**config.mk**
```make
export PLATFORM = sky130hd
export DESIGN_NAME = control_sequencer
export DESIGN_NICKNAME = d
export VERILOG_FILES = /design/src/rtl/control_sequencer.sv
export SDC_FILE = /design/constraint.sdc
export NUM_CORES = 1
export LEC_CHECK = 0
export ABC_CLOCK_PERIOD_IN_PS = 4700
export BUFFER_PORTS_ARGS = -buffer_cell sky130_fd_sc_hd__buf_2
export CAP_MARGIN = 25
export CORE_MARGIN = 2
export CORE_UTILIZATION = 50
export DETAILED_ROUTE_END_ITERATION = 16
export GPL_TIMING_DRIVEN = 0
export PLACE_DENSITY = 0.79
export SYNTH_ARGS = -nofsm -noshare
export SYNTH_HDL_FRONTEND = slang
export SYNTH_SLANG_ARGS = --single-unit
export TNS_END_PERCENT = 20
```
**constraint.sdc**
```tcl
create_clock -name clk -period 4.7 [get_ports clk]
set_clock_uncertainty 0.15 [all_clocks]
set_input_delay 0.47 -clock clk [delete_from_list [all_inputs] [get_ports clk]]
set_output_delay 0.47 -clock clk [all_outputs]
set_load 0.05 [all_outputs]
```
**src/rtl/control_sequencer.sv**
```systemverilog
// Hardwired multi-cycle control FSM: fetch/decode/execute with memory-ready stalls and halt.
// Optional CTRL_SINGLE_STEP_EN adds a step input and a PAUSE state after each instruction.
module control_sequencer #(
  parameter int REG_SIZE = 32
) (
  input  logic                clk,
  input  logic                reset_n,
  input  logic [REG_SIZE-1:0] ir,
  input  logic                mem_ready,
`ifdef CTRL_SINGLE_STEP_EN
  input  logic                step,
`endif
  output logic                gra,
  output logic                grb,
  output logic                grc,
  output logic                r_in,
  output logic                r_out,
  output logic                ba_out,
  output logic                pc_out,
  output logic                pc_in,
  output logic                incpc,
  output logic                mar_in,
  output logic                mdr_in,
  output logic                mdr_out,
  output logic                ir_in,
  output logic                y_in,
  output logic                z_in,
  output logic                zlo_out,
  output logic                c_out,
  output logic [3:0]          alu_op,
  output logic                read,
  output logic                write,
  output logic                run
);

  localparam logic [3:0] T0    = 4'd0;
  localparam logic [3:0] T1    = 4'd1;
  localparam logic [3:0] T2    = 4'd2;
  localparam logic [3:0] T3    = 4'd3;
  localparam logic [3:0] T4    = 4'd4;
  localparam logic [3:0] T5    = 4'd5;
  localparam logic [3:0] T6    = 4'd6;
  localparam logic [3:0] T7    = 4'd7;
  localparam logic [3:0] HALT  = 4'd8;
  localparam logic [3:0] PAUSE = 4'd9;

`ifdef CTRL_SINGLE_STEP_EN
  localparam logic [3:0] END_STATE = PAUSE;
`else
  localparam logic [3:0] END_STATE = T0;
`endif

  localparam logic [4:0] OP_LD   = 5'b00000;
  localparam logic [4:0] OP_LDI  = 5'b00001;
  localparam logic [4:0] OP_ST   = 5'b00010;
  localparam logic [4:0] OP_ADD  = 5'b00011;
  localparam logic [4:0] OP_SUB  = 5'b00100;
  localparam logic [4:0] OP_AND  = 5'b01010;
  localparam logic [4:0] OP_OR   = 5'b01011;
  localparam logic [4:0] OP_ADDI = 5'b01100;
  localparam logic [4:0] OP_JR   = 5'b10011;
  localparam logic [4:0] OP_JAL  = 5'b10100;
  localparam logic [4:0] OP_HALT = 5'b11011;

  localparam logic [2:0] CL_NOP  = 3'd0;
  localparam logic [2:0] CL_RR   = 3'd1;
  localparam logic [2:0] CL_ADDI = 3'd2;
  localparam logic [2:0] CL_LDI  = 3'd3;
  localparam logic [2:0] CL_LD   = 3'd4;
  localparam logic [2:0] CL_ST   = 3'd5;
  localparam logic [2:0] CL_JR   = 3'd6;
  localparam logic [2:0] CL_JAL  = 3'd7;

  typedef struct packed {
    logic       gra;
    logic       grb;
    logic       grc;
    logic       r_in;
    logic       r_out;
    logic       ba_out;
    logic       pc_out;
    logic       pc_in;
    logic       incpc;
    logic       mar_in;
    logic       mdr_in;
    logic       mdr_out;
    logic       ir_in;
    logic       y_in;
    logic       z_in;
    logic       zlo_out;
    logic       c_out;
    logic       read;
    logic       write;
    logic [3:0] alu_op;
    logic       run;
  } ctl_t;

  function automatic logic [2:0] op_class(input logic [4:0] op);
    case (op)
      OP_ADD, OP_SUB, OP_AND, OP_OR: op_class = CL_RR;
      OP_ADDI:                       op_class = CL_ADDI;
      OP_LDI:                        op_class = CL_LDI;
      OP_LD:                         op_class = CL_LD;
      OP_ST:                         op_class = CL_ST;
      OP_JR:                         op_class = CL_JR;
      OP_JAL:                        op_class = CL_JAL;
      default:                       op_class = CL_NOP;
    endcase
  endfunction

  function automatic logic [3:0] rr_alu_code(input logic [4:0] op);
    case (op)
      OP_SUB:  rr_alu_code = 4'd1;
      OP_AND:  rr_alu_code = 4'd2;
      OP_OR:   rr_alu_code = 4'd3;
      default: rr_alu_code = 4'd0;
    endcase
  endfunction

  logic [3:0] state_q, state_d;
  logic [4:0] op_q, op_d;
  logic       started_q, started_d;
  logic [2:0] cls_q_s, cls_d_s;
  ctl_t       ctl_q, ctl_d;
  logic       unused_ir_s;

  assign unused_ir_s = ^ir[REG_SIZE-6:0];
  assign cls_q_s     = op_class(op_q);
  assign cls_d_s     = op_class(op_d);

  // Next-state: the first cycle after reset presents T0; memory steps wait for mem_ready.
  always_comb begin
    state_d   = state_q;
    op_d      = op_q;
    started_d = 1'b1;
    if (!started_q) begin
      state_d = T0;
    end else begin
      case (state_q)
        T0: state_d = T1;
        T1: state_d = mem_ready ? T2 : T1;
        T2: begin
          state_d = T3;
          op_d    = ir[REG_SIZE-1 -: 5];
        end
        T3: begin
          case (cls_q_s)
            CL_RR, CL_ADDI, CL_LDI, CL_LD, CL_ST, CL_JAL: state_d = T4;
            CL_JR:   state_d = END_STATE;
            default: state_d = (op_q == OP_HALT) ? HALT : END_STATE;
          endcase
        end
        T4: state_d = (cls_q_s == CL_JAL) ? END_STATE : T5;
        T5: state_d = ((cls_q_s == CL_LD) || (cls_q_s == CL_ST)) ? T6 : END_STATE;
        T6: state_d = ((cls_q_s == CL_LD) && !mem_ready) ? T6 : T7;
        T7: state_d = ((cls_q_s == CL_ST) && !mem_ready) ? T7 : END_STATE;
        HALT: state_d = HALT;
`ifdef CTRL_SINGLE_STEP_EN
        PAUSE: state_d = step ? T0 : PAUSE;
`else
        PAUSE: state_d = T0;
`endif
        default: state_d = T0;
      endcase
    end
  end

  // Strobe decode of the upcoming state, so the registered outputs always match state_q.
  always_comb begin
    ctl_d     = '0;
    ctl_d.run = (state_d != HALT);
    case (state_d)
      T0: begin
        ctl_d.pc_out = 1'b1; ctl_d.mar_in = 1'b1; ctl_d.incpc = 1'b1;
        ctl_d.alu_op = 4'd4; ctl_d.z_in   = 1'b1;
      end
      T1: begin
        ctl_d.zlo_out = 1'b1; ctl_d.pc_in = 1'b1; ctl_d.read = 1'b1; ctl_d.mdr_in = 1'b1;
      end
      T2: begin
        ctl_d.mdr_out = 1'b1; ctl_d.ir_in = 1'b1;
      end
      T3: begin
        case (cls_d_s)
          CL_RR, CL_ADDI: begin
            ctl_d.grb = 1'b1; ctl_d.r_out = 1'b1; ctl_d.y_in = 1'b1;
          end
          CL_LDI, CL_LD, CL_ST: begin
            ctl_d.grb = 1'b1; ctl_d.ba_out = 1'b1; ctl_d.y_in = 1'b1;
          end
          CL_JR: begin
            ctl_d.gra = 1'b1; ctl_d.r_out = 1'b1; ctl_d.pc_in = 1'b1;
          end
          // R15 is forced by select_encode, so no register-select strobe here.
          CL_JAL: begin
            ctl_d.pc_out = 1'b1; ctl_d.r_in = 1'b1;
          end
          default: ctl_d.run = 1'b1;
        endcase
      end
      T4: begin
        case (cls_d_s)
          CL_RR: begin
            ctl_d.grc = 1'b1; ctl_d.r_out = 1'b1; ctl_d.z_in = 1'b1;
            ctl_d.alu_op = rr_alu_code(op_d);
          end
          CL_ADDI, CL_LDI, CL_LD, CL_ST: begin
            ctl_d.c_out = 1'b1; ctl_d.z_in = 1'b1; ctl_d.alu_op = 4'd0;
          end
          CL_JAL: begin
            ctl_d.gra = 1'b1; ctl_d.r_out = 1'b1; ctl_d.pc_in = 1'b1;
          end
          default: ctl_d.run = 1'b1;
        endcase
      end
      T5: begin
        case (cls_d_s)
          CL_RR, CL_ADDI, CL_LDI: begin
            ctl_d.zlo_out = 1'b1; ctl_d.gra = 1'b1; ctl_d.r_in = 1'b1;
          end
          CL_LD, CL_ST: begin
            ctl_d.zlo_out = 1'b1; ctl_d.mar_in = 1'b1;
          end
          default: ctl_d.run = 1'b1;
        endcase
      end
      T6: begin
        case (cls_d_s)
          CL_LD: begin
            ctl_d.read = 1'b1; ctl_d.mdr_in = 1'b1;
          end
          CL_ST: begin
            ctl_d.gra = 1'b1; ctl_d.r_out = 1'b1; ctl_d.mdr_in = 1'b1;
          end
          default: ctl_d.run = 1'b1;
        endcase
      end
      T7: begin
        case (cls_d_s)
          CL_LD: begin
            ctl_d.mdr_out = 1'b1; ctl_d.gra = 1'b1; ctl_d.r_in = 1'b1;
          end
          CL_ST: ctl_d.write = 1'b1;
          default: ctl_d.run = 1'b1;
        endcase
      end
      default: ctl_d.alu_op = 4'd0;
    endcase
  end

  // State, opcode and strobe registers; reset leaves only run asserted.
  always_ff @(posedge clk or negedge reset_n) begin
    if (!reset_n) begin
      state_q   <= T0;
      op_q      <= 5'd0;
      started_q <= 1'b0;
      ctl_q     <= {23'd0, 1'b1};
    end else begin
      state_q   <= state_d;
      op_q      <= op_d;
      started_q <= started_d;
      ctl_q     <= ctl_d;
    end
  end

  assign gra     = ctl_q.gra;
  assign grb     = ctl_q.grb;
  assign grc     = ctl_q.grc;
  assign r_in    = ctl_q.r_in;
  assign r_out   = ctl_q.r_out;
  assign ba_out  = ctl_q.ba_out;
  assign pc_out  = ctl_q.pc_out;
  assign pc_in   = ctl_q.pc_in;
  assign incpc   = ctl_q.incpc;
  assign mar_in  = ctl_q.mar_in;
  assign mdr_in  = ctl_q.mdr_in;
  assign mdr_out = ctl_q.mdr_out;
  assign ir_in   = ctl_q.ir_in;
  assign y_in    = ctl_q.y_in;
  assign z_in    = ctl_q.z_in;
  assign zlo_out = ctl_q.zlo_out;
  assign c_out   = ctl_q.c_out;
  assign alu_op  = ctl_q.alu_op;
  assign read    = ctl_q.read;
  assign write   = ctl_q.write;
  assign run     = ctl_q.run;

endmodule

```
[After elaboration in Yosys (flattened, before gate mapping)]
Memory sizes are Yosys's and may differ from the RTL's.
Cells that the tools add are included.
Word-level totals
  flip-flop bits (word level): 33
  memory bits (read-only): 192
  memories: 2
Memory list
  (name not given): depth 32, bits a word 3, rd ports 1, clocked after Yosys merged registers in 0, write ports 0, RTL line 99  | case (op)
  (name not given): depth 32, bits a word 3, rd ports 1, clocked after Yosys merged registers in 0, write ports 0, RTL line 99
Operators by class
  eq/ne operators: 34
  muxes and demuxes: 49
  reduce and logical (&&, ||, !) cells: 17
Operators with widths (number)
  $pmux W4 S9: 1
  $eq A4 B3 Y1 const B: 8
  $eq A3 B3 Y1 const B: 8
  $mux W1: 24
  $eq A4 B2 Y1 const B: 4
  $pmux W4 S2: 2
  $pmux W1 S2: 7
  $eq A3 B2 Y1 const B: 4
  $reduce_or A6 Y1: 2
  $eq A5 B4 Y1 const B: 2
  $mux W5: 2
  $mux W3: 3
  $pmux W1 S3: 3
  $reduce_or A3 Y1: 3
  $eq A4 B1 Y1 const B: 2
  $logic_not A4 Y1: 2
  $mux W4: 2
  $reduce_or A7 Y1: 1
  $eq A3 B1 Y1 const B: 2
  $pmux W2 S3: 1
  $reduce_or A2 Y1: 3
  $eq A5 B3 Y1 const B: 1
  $eq A5 B5 Y1 const B: 1
  $pmux W1 S5: 1
  other kinds (9): 11

[Longest topological paths before layout]
Gate-level depths: netlist of the first run.
An unclocked memory read counts as a cell.
  depth after elaboration: 9
  mapped depth: 10
  gate-level depth less buffers: 8

[Worst setup path after synthesis of the first run]
Ideal clock, no wire load.
  kind: register -> register
  start point: register op_q[2]
  end point: register ctl_q (netlist bit gra)
  library setup time: 124 ps
  arrival: 2098 ps
  data required time: 4426 ps
  path slack: 2329 ps
  stages on the path, launching flop included: 11
  path buffers: 2
  clock period less this slack: 2371 ps
  cells stage by stage: dfrtp_1 > buf_6 > or3b_1 > a211oi_2 > o221ai_2 > and2_4 > buf_6 > inv_2 > mux2_1 > mux2i_1 > o21ai_1
RTL lines
  start, declared: RTL line 121  | logic [4:0] op_q, op_d;
  start signal, assigned: RTL line 260  | op_q <= op_d;
  end signal, assigned: RTL line 257  | ctl_q <= {23'd0, 1'b1};
  end signal, assigned: RTL line 262  | ctl_q <= ctl_d;
  end, declared: RTL line 124  | ctl_t ctl_q, ctl_d;

==> flow_summary_export.csv, run 1 <==
group,metric,value,unit
pwr,ir_worst_vdd,0.000259,V
synth,synth_top_area_cell,"dfrtp_1",
cts,clk_latency,0.34,ns
pwr,power.density,425,nW/um^2
worst_setup_path,worstPathRequired,4.78,ns
floorplan,dieArea,4100,um^2
sta,hold_viol,0,
cts,cts-htree-levels,2,
worst_setup_path,crit_slowest_cell,"or3_1",
grt,grt_antenna_before_repair,0,
cts,clkSinkCount,32,
drt,viasPerCell,5.58,
worst_setup_path,critPathCaptureType,"register",
drt,drc,0,
sta,rsz0062_at_grt,"no",
synth,synth_cells,200,
floorplan,core-area,3390,um^2
cts,cts-root-buf,"clkbuf_4",
sta,min_period,2.59,ns
sta,relSlewSlack,53.4,%
grt,grt_first_pass_wirelength,7.07,mm
drt,drt_iter0_drc,70,
synth,post-synth-top-count-cell,"dfrtp_1",
worst_setup_path,cp_cell_sequence,"clkbuf_1 -> or3_1 -> a211oi_2 -> o221ai_2 -> and2_4 -> buf_6 -> inv_2 -> mux2_1 -> mux2i_1 -> o21ai_1",
grt,first_global_vias,1512,
cts,cts_resized,0,
layout,regMostFlops,"op_q",
sta,worst_hold_slack,0.00803,ns
synth,synthFlopType,"dfrtp_1",
pwr,internal_power,537,uW
run_status,status,"completed",
drt,wl_per_cell,14.3,um
drt,drt.antenna.violating_nets,0,
synth,seq_area_frac_synth,44.5,%
layout,nets,270,
place,dpl_cell_area,2000,um^2
cts,cts_tree,"done",
synth,synth_common_cells,"dfrtp_1 (31), nand2_1 (27), nor2_1 (17), inv_1 (11), a21oi_1 (9)",
worst_setup_path,cpPeakStageDelay,0.43,ns
layout,stdcell_area,2080,um^2
sta,fin_crit_sh,55.2,%
drt,first_pass_iters,4,
floorplan,std_cell_rows,21,
grt,grt_max_degree,33,
floorplan,ioPinCount,59,
worst_setup_path,critPathArrivalTime,2.68,ns
cts,cts.path.max_buffers,2,
pwr,total_power,882,uW
cts,clkTransAtPathRegs,0.11,ns
sta,setup_tns,0,ns
layout,n_antenna_cell,0,
grt,grt_usage,22.3,%
place,place_hpwl,2.97,mm
drt,vias,1574,
synth,synthArstFlopShare,100,%
synth,synth.net_count,235,
pwr,power_frac_seq,36.5,%
sta,fmax,386,MHz
layout,drive_above_1_share,22.5,%
pwr,combPwrFrac,40.0,%
layout,largest_reg_flops,5,
synth,synth-edff-count,0,
cts,cts_buffers,5,
pwr,power.switching,345,uW
place,place_congestion,0.865,
synth,synth-seq-cells,32,
floorplan,dieHeight,64.1,um
sta,finalSetupViolCount,0,
drt,wirelength,4.02,mm
floorplan,fp.dieW,64.1,um
worst_setup_path,cp_max_fo,10,
worst_setup_path,cp-start-kind,"register",
synth,yosysWarningCount,0,
synth,synth_top_area_share,43.0,%
floorplan,initial_core_util,53.2,%
synth,synthTopCellsByArea,"dfrtp_1 (43%), nand2_1 (5.6%), nor2_1 (3.5%)",
worst_hold_path,hold_path_class,"primary input to async pin",
worst_setup_path,crit_type,"register to register",
sta,worst_pin_slew,0.699,ns
synth,synth_area_per_cell,9.01,um^2
pwr,p_sw_share,39.1,%
grt,grt_overflow,0,
synth,syn_area,1800,um^2
pwr,p_clk_share,23.6,%
pwr,leakage,0.000992,uW
layout,syn_to_final_growth,15.2,%
synth,yosysUniqueCellTypes,56,
cts,post_cts_buffers,0,
cts,ctsHoldBuffers,0,
sta,final_max_slew_viol_count,0,
job,drv_cap,0,
place,portBuffers,28,
==> stage by stage <==
| stage | utilization, % | setup slack [ns] | std cells |
|---|---|---|---|
| after CTS | 61.3 | 2.13 | 282 |
| final | 61.3 | 2.11 | 282 |
| after floorplan | - | 2.33 | 200 |
| after detailed placement | 59.0 | 2.14 | 274 |
| after global routing | 61.3 | 1.95 | 282 |
| after global placement | 59.0 | 2.16 | 274 |
==> placed cells by master (no fill, tap or decap), types with 3 or more instances in the layout <==
master    synthesis  final
nor2b_1           4      4
inv_1            11     11
nor3_1            4      4
a21oi_1           9      9
o21ai_0           5      5
nand2b_1          7      7
nor2_1           17     17
o221ai_1          3      3
dfrtp_1          31     31
nand2_1          27     27
clkbuf_1          4      5
or3_1             3      3
and3_1            6      6
clkbuf_4          0      5
and2_1            3      3
buf_2             4     32
a21o_1            4      4
o21ai_1           5      5
==> path summary, 6_finish.rpt <==
check                           startpoint          to  slack [ns]  cells past startpoint
worst max-delay path               op_q[3]         gra        2.11                     10
worst min-delay path               reset_n   alu_op[0]       0.008                      1
worst max register to register     op_q[3]         gra        2.11                     10
worst min register to register   started_q  state_q[3]        0.49                      1
max in group asynchronous          reset_n       incpc        3.93                      1
min in group clk                    ir[27]     op_q[0]        0.29                      3
==> final cells by class <==
type	instances	area, um^2
Clock inverter	2	35.0
Buffer	12	72.6
Fill cell	292	1310
Tap cell	46	57.6
Sequential cell	32	802
Multi-Input combinational cell	143	880
Clock buffer	6	41.3
Timing Repair Buffer	28	140
Inverter	13	48.8
==> routing by layer <==
metal / vias to the layer above / track usage, % / share of wire, %
li1: 771 / - / -
met1: 765 / 30.5 / 48
met2: 30 / 34.4 / 46
met3: 8 / 4.93 / 4.2
met4: 0 / 8.70 / 1.6
met5: - / 0 / 0
==> worst max-delay path: cells and delay by family, from the launching register on <==
family / cells / cell delay, ns
AND/OR/NAND/NOR: 2 / 0.61
buffers and inverters: 3 / 0.42
flip-flops: 1 / 0.36
multiplexers: 2 / 0.47
AO/OA/AOI/OAI: 3 / 0.49
==> power by group through the flow <==
stage	combinational, uW	sequential, uW	clock, uW
final	353	322	208
after global routing	389	325	225
after CTS	351	322	209
after detailed placement	349	327	0
after global placement	343	326	0
after floorplan	237	362	0
==> logic make-up after synthesis <==
group           after synthesis  synth area share [%]
mux                           3                  1.73
other cells                   2                 0.417
compound gates               50                  21.0
buf+inv                      25                  6.73
flops                        32                  44.5
simple gates                 85                  24.2
xor+xnor                      3                  1.46
Power figures use the tool's default switching activity.
==> inputs of run 2 (changes only) <==
--- a/config.mk
+++ b/config.mk
@@ -5,7 +5,7 @@
 export SDC_FILE = /design/constraint.sdc
 export NUM_CORES = 1
 export LEC_CHECK = 0
-export ABC_CLOCK_PERIOD_IN_PS = 4700
+export ABC_CLOCK_PERIOD_IN_PS = 2400
 export BUFFER_PORTS_ARGS = -buffer_cell sky130_fd_sc_hd__buf_2
 export CAP_MARGIN = 25
 export CORE_MARGIN = 2
==> constraint.sdc (replaced) <==
create_clock -name clk -period 2.4 [get_ports clk]
set_clock_uncertainty 0.15 [all_clocks]
set_input_delay 0.24 -clock clk [delete_from_list [all_inputs] [get_ports clk]]
set_output_delay 0.24 -clock clk [all_outputs]
set_load 0.05 [all_outputs]
==> run 2 against run 1 <==
  * The run now ends with setup timing left
  * Utilization is 6.1 points higher
  * Global-route usage increased by 0.38 points
  * Clock-buffer cell count unchanged
  * Final cell count increased by 4.3%
  * Worst setup slack worse by 2.1 ns
  * Power rose by 120%
  * Die area did not move
  * Via count grew 6.1%
  * Sequential share of layout area decreased by 3.4 points
  * Combinational power up 140%
  * Register-to-register slack lost 2.1 ns
  * Flip-flop and latch count did not move
  * Critical path type unchanged
  * Critical endpoint unchanged
==> flow_summary_export.csv, run 2 (synthesis gave the netlist of run 1 again) <==
group,metric,value,unit
run_status,status,"finished with violations",
run_status,violations,"setup timing",
cts,cts_buffers,5,
worst_hold_path,hold_path_class,"primary input to register",
floorplan,core-area,3390,um^2
sta,fin_crit_sh,100,%
pwr,p_sw_share,38.9,%
grt,grt_usage,22.6,%
floorplan,initial_core_util,53.2,%
drt,drc,0,
cts,clkTransAtPathRegs,0.11,ns
floorplan,ioPinCount,59,
worst_setup_path,worstPathRequired,2.49,ns
sta,min_period,2.41,ns
sta,fmax,415,MHz
sta,worst_slack,-0.00721,ns
layout,final_cell_mix,"buf_2 (31), dfrtp_1 (29), nand2_1 (26), buf_4 (16), nor2_1 (14)",
sta,finalSetupViolCount,1,
drt,first_pass_iters,4,
sta,setup_tns,-0.00721,ns
cts,clkSinkCount,32,
drt,drt_iter0_drc,130,
layout,final_cells,294,
pwr,power_frac_seq,33.6,%
drt,wirelength,4.41,mm
drt,vias,1670,
worst_setup_path,cp-start-kind,"register",
grt,grt_first_pass_wirelength,7.20,mm
layout,syn_to_final_growth,26.7,%
floorplan,dieArea,4100,um^2
layout,post-route-util,67.4,%
grt,first_global_vias,1547,
cts,cts-root-buf,"clkbuf_4",
pwr,internal_power,1170,uW
worst_setup_path,cp_max_fo,8,
place,portBuffers,28,
pwr,leakage,0.00108,uW
layout,layout_commonest_cell,"buf_2",
place,placed_cells,274,
drt,viasPerCell,5.68,
sta,final_max_slew_viol_count,0,
drt,wl_per_cell,15.0,um
sta,relSlewSlack,53.8,%
cts,cts_tree,"done",
grt,grt_antenna_before_repair,0,
grt,grt_max_degree,33,
job,drv_cap,0,
cts,cts.path.max_buffers,2,
worst_setup_path,critPathCaptureType,"register",
layout,regMostFlops,"op_q",
sta,hold_viol,0,
cts,clk_latency,0.34,ns
cts,cts-htree-levels,2,
sta,worst_pin_slew,0.693,ns
floorplan,std_cell_rows,21,
floorplan,dieHeight,64.1,um
layout,n_antenna_cell,0,
pwr,p_clk_share,21.4,%
floorplan,fp.dieW,64.1,um
layout,nets,282,
place,place_congestion,0.865,
pwr,power.density,835,nW/um^2
sta,rsz0062_at_grt,"yes",
worst_setup_path,crit_type,"register to register",
pwr,ir_worst_vdd,0.000539,V
layout,drive_above_1_share,34.3,%
worst_setup_path,critPathArrivalTime,2.50,ns
pwr,power.switching,741,uW
place,pre_cts_ws,-0.163,ns
place,place_hpwl,2.97,mm
layout,largest_reg_flops,5,
pwr,combPwrFrac,45.0,%
grt,grt_overflow,0,
drt,drt.antenna.violating_nets,0,
[run 2: area by class of cell]
class	count	area, um^2
plain buffers	10	60.1
clock buffers	6	41.3
clock inverters	2	35.0
fillers	263	1100
inverters	13	53.8
multi-input cells	143	985
flip-flops and latches	32	805
well taps	46	57.6
repair buffers	42	248
[run 2: worst max-delay path, stage by stage (launching register included)]
cell and delay (ns):
dfrtp_1 0.39, buf_6 0.14, or3b_4 0.40, a211oi_4 0.28
o221ai_2 0.16, and2_4 0.22, inv_6 0.07, mux2_4 0.29
mux2i_1 0.13, o21ai_1 0.09
[run 2: through the flow]
step                hold slack (ns)  total power (uW)  cell area [um^2]
floorplan                    -0.206              1170              1800
global placement              0.169              1310              2000
detailed placement            0.172              1330              2000
CTS                          0.0448              1740              2110
global route                 0.0805              2020              2280
finish                       0.0542              1910              2280
[run 2: routing by layer]
metal / vias to the layer above / global-route usage (%) / share of wire (%)
li1: 791 / - / -
met1: 816 / 30.8 / 44
met2: 55 / 35.3 / 48
met3: 8 / 4.93 / 6.3
met4: 0 / 8.70 / 1.6
met5: - / 0 / 0
[run 2: power groups by stage]
stage                     combinational, uW  clock [uW]  sequential (uW)
after floorplan                         464           0              708
after global placement                  672           0              638
after detailed placement                684           0              641
after CTS                               684         409              644
after global routing                    934         440              650
final                                   859         407              641
[run 2: repair_timing]
action / 4_1_cts / 5_1_grt
gates resized for setup: 6 / 25
hold buffers: 1 / 0
pin swaps: 3 / 5
setup buffers: 0 / 13
endpoints found under the hold margin: 31 / 0
endpoints found under the setup margin: 15 / 17
[run 2: path summary, 6_finish.rpt]
kind / from / endpoint / slack [ns] / depth (start not counted)
min in group asynchronous: reset_n / alu_op[0] / 0.31 / 2
max: op_q[2] / gra / -0.007 / 9
max reg2reg: op_q[2] / gra / -0.007 / 9
min reg2reg: op_q[2] / op_q[2] / 0.52 / 3
max in group asynchronous: reset_n / op_q[0] / 1.29 / 2
min: ir[27] / op_q[0] / 0.05 / 3
==> inputs of run 3 (changes only) <==
--- a/config.mk
+++ b/config.mk
@@ -10,8 +10,10 @@
 export CAP_MARGIN = 25
 export CORE_MARGIN = 2
 export CORE_UTILIZATION = 50
+export CTS_BUF_LIST = sky130_fd_sc_hd__clkbuf_4 sky130_fd_sc_hd__clkbuf_8
 export DETAILED_ROUTE_END_ITERATION = 16
 export GPL_TIMING_DRIVEN = 0
+export HOLD_SLACK_MARGIN = 0.06
 export PLACE_DENSITY = 0.79
 export SYNTH_ARGS = -nofsm -noshare
 export SYNTH_HDL_FRONTEND = slang
==> run 3 against run 2 <==
  * The run still ends with setup timing left
  * Fmax fell by 1.1%
  * Combinational power about the same
  * Non-clock buffer count rose by 2
  * Final cell count rose by 0.68%
  * Clock-buffer cell count did not move
  * Largest cell class unchanged
  * Critical endpoint is now r_out
==> flow_summary_export.csv, run 3 (synthesis gave the netlist of run 1 again) <==
group,metric,value,unit
layout,fillers,253,
place,portBuffers,28,
sta,worst_pin_slew,0.703,ns
sta,rsz0062_at_grt,"yes",
job,drv_cap,0,
drt,wirelength,4.47,mm
layout,layout_commonest_cell,"buf_2",
place,dpl_cell_area,2000,um^2
cts,clkTransAtPathRegs,0.11,ns
sta,worst_hold_slack,0.114,ns
sta,final_max_slew_viol_count,0,
cts,cts_tree,"done",
cts,clk_latency,0.34,ns
layout,regMostFlops,"op_q",
layout,register_area,805,um^2
floorplan,std_cell_rows,21,
floorplan,dieArea,4100,um^2
worst_setup_path,crit_type,"register to register",
grt,grt_max_degree,33,
sta,worst_slack,-0.0332,ns
drt,viasPerCell,5.68,
worst_setup_path,critPathArrivalTime,2.55,ns
pwr,power.density,831,nW/um^2
sta,relSlewSlack,53.2,%
layout,drive_above_1_share,34.4,%
sta,fin_crit_sh,101,%
cts,cts_buffers,5,
place,place_hpwl,2.97,mm
layout,stdcell_area,2310,um^2
layout,largest_reg_flops,5,
grt,grt_antenna_before_repair,0,
sta,hold_viol,0,
grt,first_global_vias,1559,
layout,nets,284,
cts,clkSinkCount,32,
layout,n_antenna_cell,0,
grt,grt_usage,22.9,%
floorplan,initial_core_util,53.2,%
cts,cts-root-buf,"clkbuf_4",
drt,first_pass_iters,4,
floorplan,core-area,3390,um^2
worst_hold_path,hold_path_class,"primary input to register",
cts,cts.path.max_buffers,2,
run_status,status,"finished with violations",
pwr,leakage,0.00109,uW
layout,syn_to_final_growth,28.2,%
worst_setup_path,cp_max_fo,7,
sta,finalSetupViolCount,2,
cts,cts-htree-levels,2,
sta,fmax,411,MHz
layout,multi_input_area,988,um^2
grt,grt_first_pass_wirelength,7.27,mm
sta,min_period,2.43,ns
worst_setup_path,cp-start-kind,"register",
floorplan,ioPinCount,59,
worst_setup_path,critPathCaptureType,"register",
drt,drc,0,
floorplan,fp.dieW,64.1,um
floorplan,dieHeight,64.1,um
drt,drt.antenna.violating_nets,0,
run_status,violations,"setup timing",
grt,grt_overflow,0,
drt,wl_per_cell,15.1,um
drt,drt_iter0_drc,120,
worst_setup_path,worstPathRequired,2.52,ns
pwr,ir_worst_vdd,0.000541,V
place,place_congestion,0.865,
drt,vias,1681,
layout,final_cell_mix,"buf_2 (31), dfrtp_1 (29), nand2_1 (26), buf_4 (16), nor2_1 (14)",
[run 3: cell count changes in the layout (fill, tap and decap cells not counted), sizes merged]
| cell | before | now |
|---|---|---|
| dlygate4sd3 | 1 | 3 |
[run 3: what timing repair did]
item,CTS,global route
pin swaps,3,5
endpoints found under the hold margin,33,0
hold buffers,3,0
buffers inserted,0,13
setup endpoints to repair,15,17
gates resized for setup,6,25
[run 3: metal layers]
metal  part of all wire [%]  global-route usage [%]  vias up  wire length, um
li1                       -                       -      798                -
met1                     44                    30.9      803             1980
met2                     47                    35.9       74             2120
met3                    6.9                    4.93        6              310
met4                    1.3                    8.70        0               60
met5                      0                       0        -                0
[run 3: critical path, cell delays in order, from the launching register on]
cell	delay, ns
dfrtp_1	0.39
buf_6	0.13
or3b_4	0.40
a211oi_4	0.26
a21oi_1	0.13
o31ai_2	0.37
buf_4	0.22
buf_4	0.12
a21oi_1	0.06
o221ai_1	0.14
[run 3: where the power goes]
group	total [uW]	internal (uW)	switching, uW
Sequential	642	597	44.9
Combinational	860	353	507
Clock	419	230	189
[run 3: cell type report]
cell class              count  share of cell area, %
multi-input cells         143                   42.7
flip-flops and latches     32                   34.8
repair buffers             44                   11.6
plain buffers              10                   2.60
well taps                  46                   2.49
inverters                  13                   2.33
clock buffers               6                   1.95
clock inverters             2                   1.52
[run 3: worst paths after layout]
| kind | start | to | slack [ns] | cells past startpoint |
|---|---|---|---|---|
| max in group asynchronous | reset_n | op_q[0] | 1.28 | 2 |
| min reg2reg | started_q | run | 0.52 | 2 |
| min in group asynchronous | reset_n | alu_op[0] | 0.31 | 2 |
| min | ir[29] | op_q[2] | 0.11 | 3 |
| max reg2reg | op_q[2] | r_out | -0.03 | 9 |
| max | op_q[2] | r_out | -0.03 | 9 |
[run 3: through the flow]
stage	setup WS, ns	cells	setup TNS [ns]	power (uW)	utilization, %
final	-0.0332	296	-0.0472	1920	68.2
after global routing	-0.130	296	-1.10	2030	68.2
after CTS	-0.0801	284	-0.181	1750	62.9
after detailed placement	-0.163	274	-0.642	1330	59.0
after global placement	-0.144	274	-0.667	1310	59.0
after floorplan	0.0286	200	0	1170	-
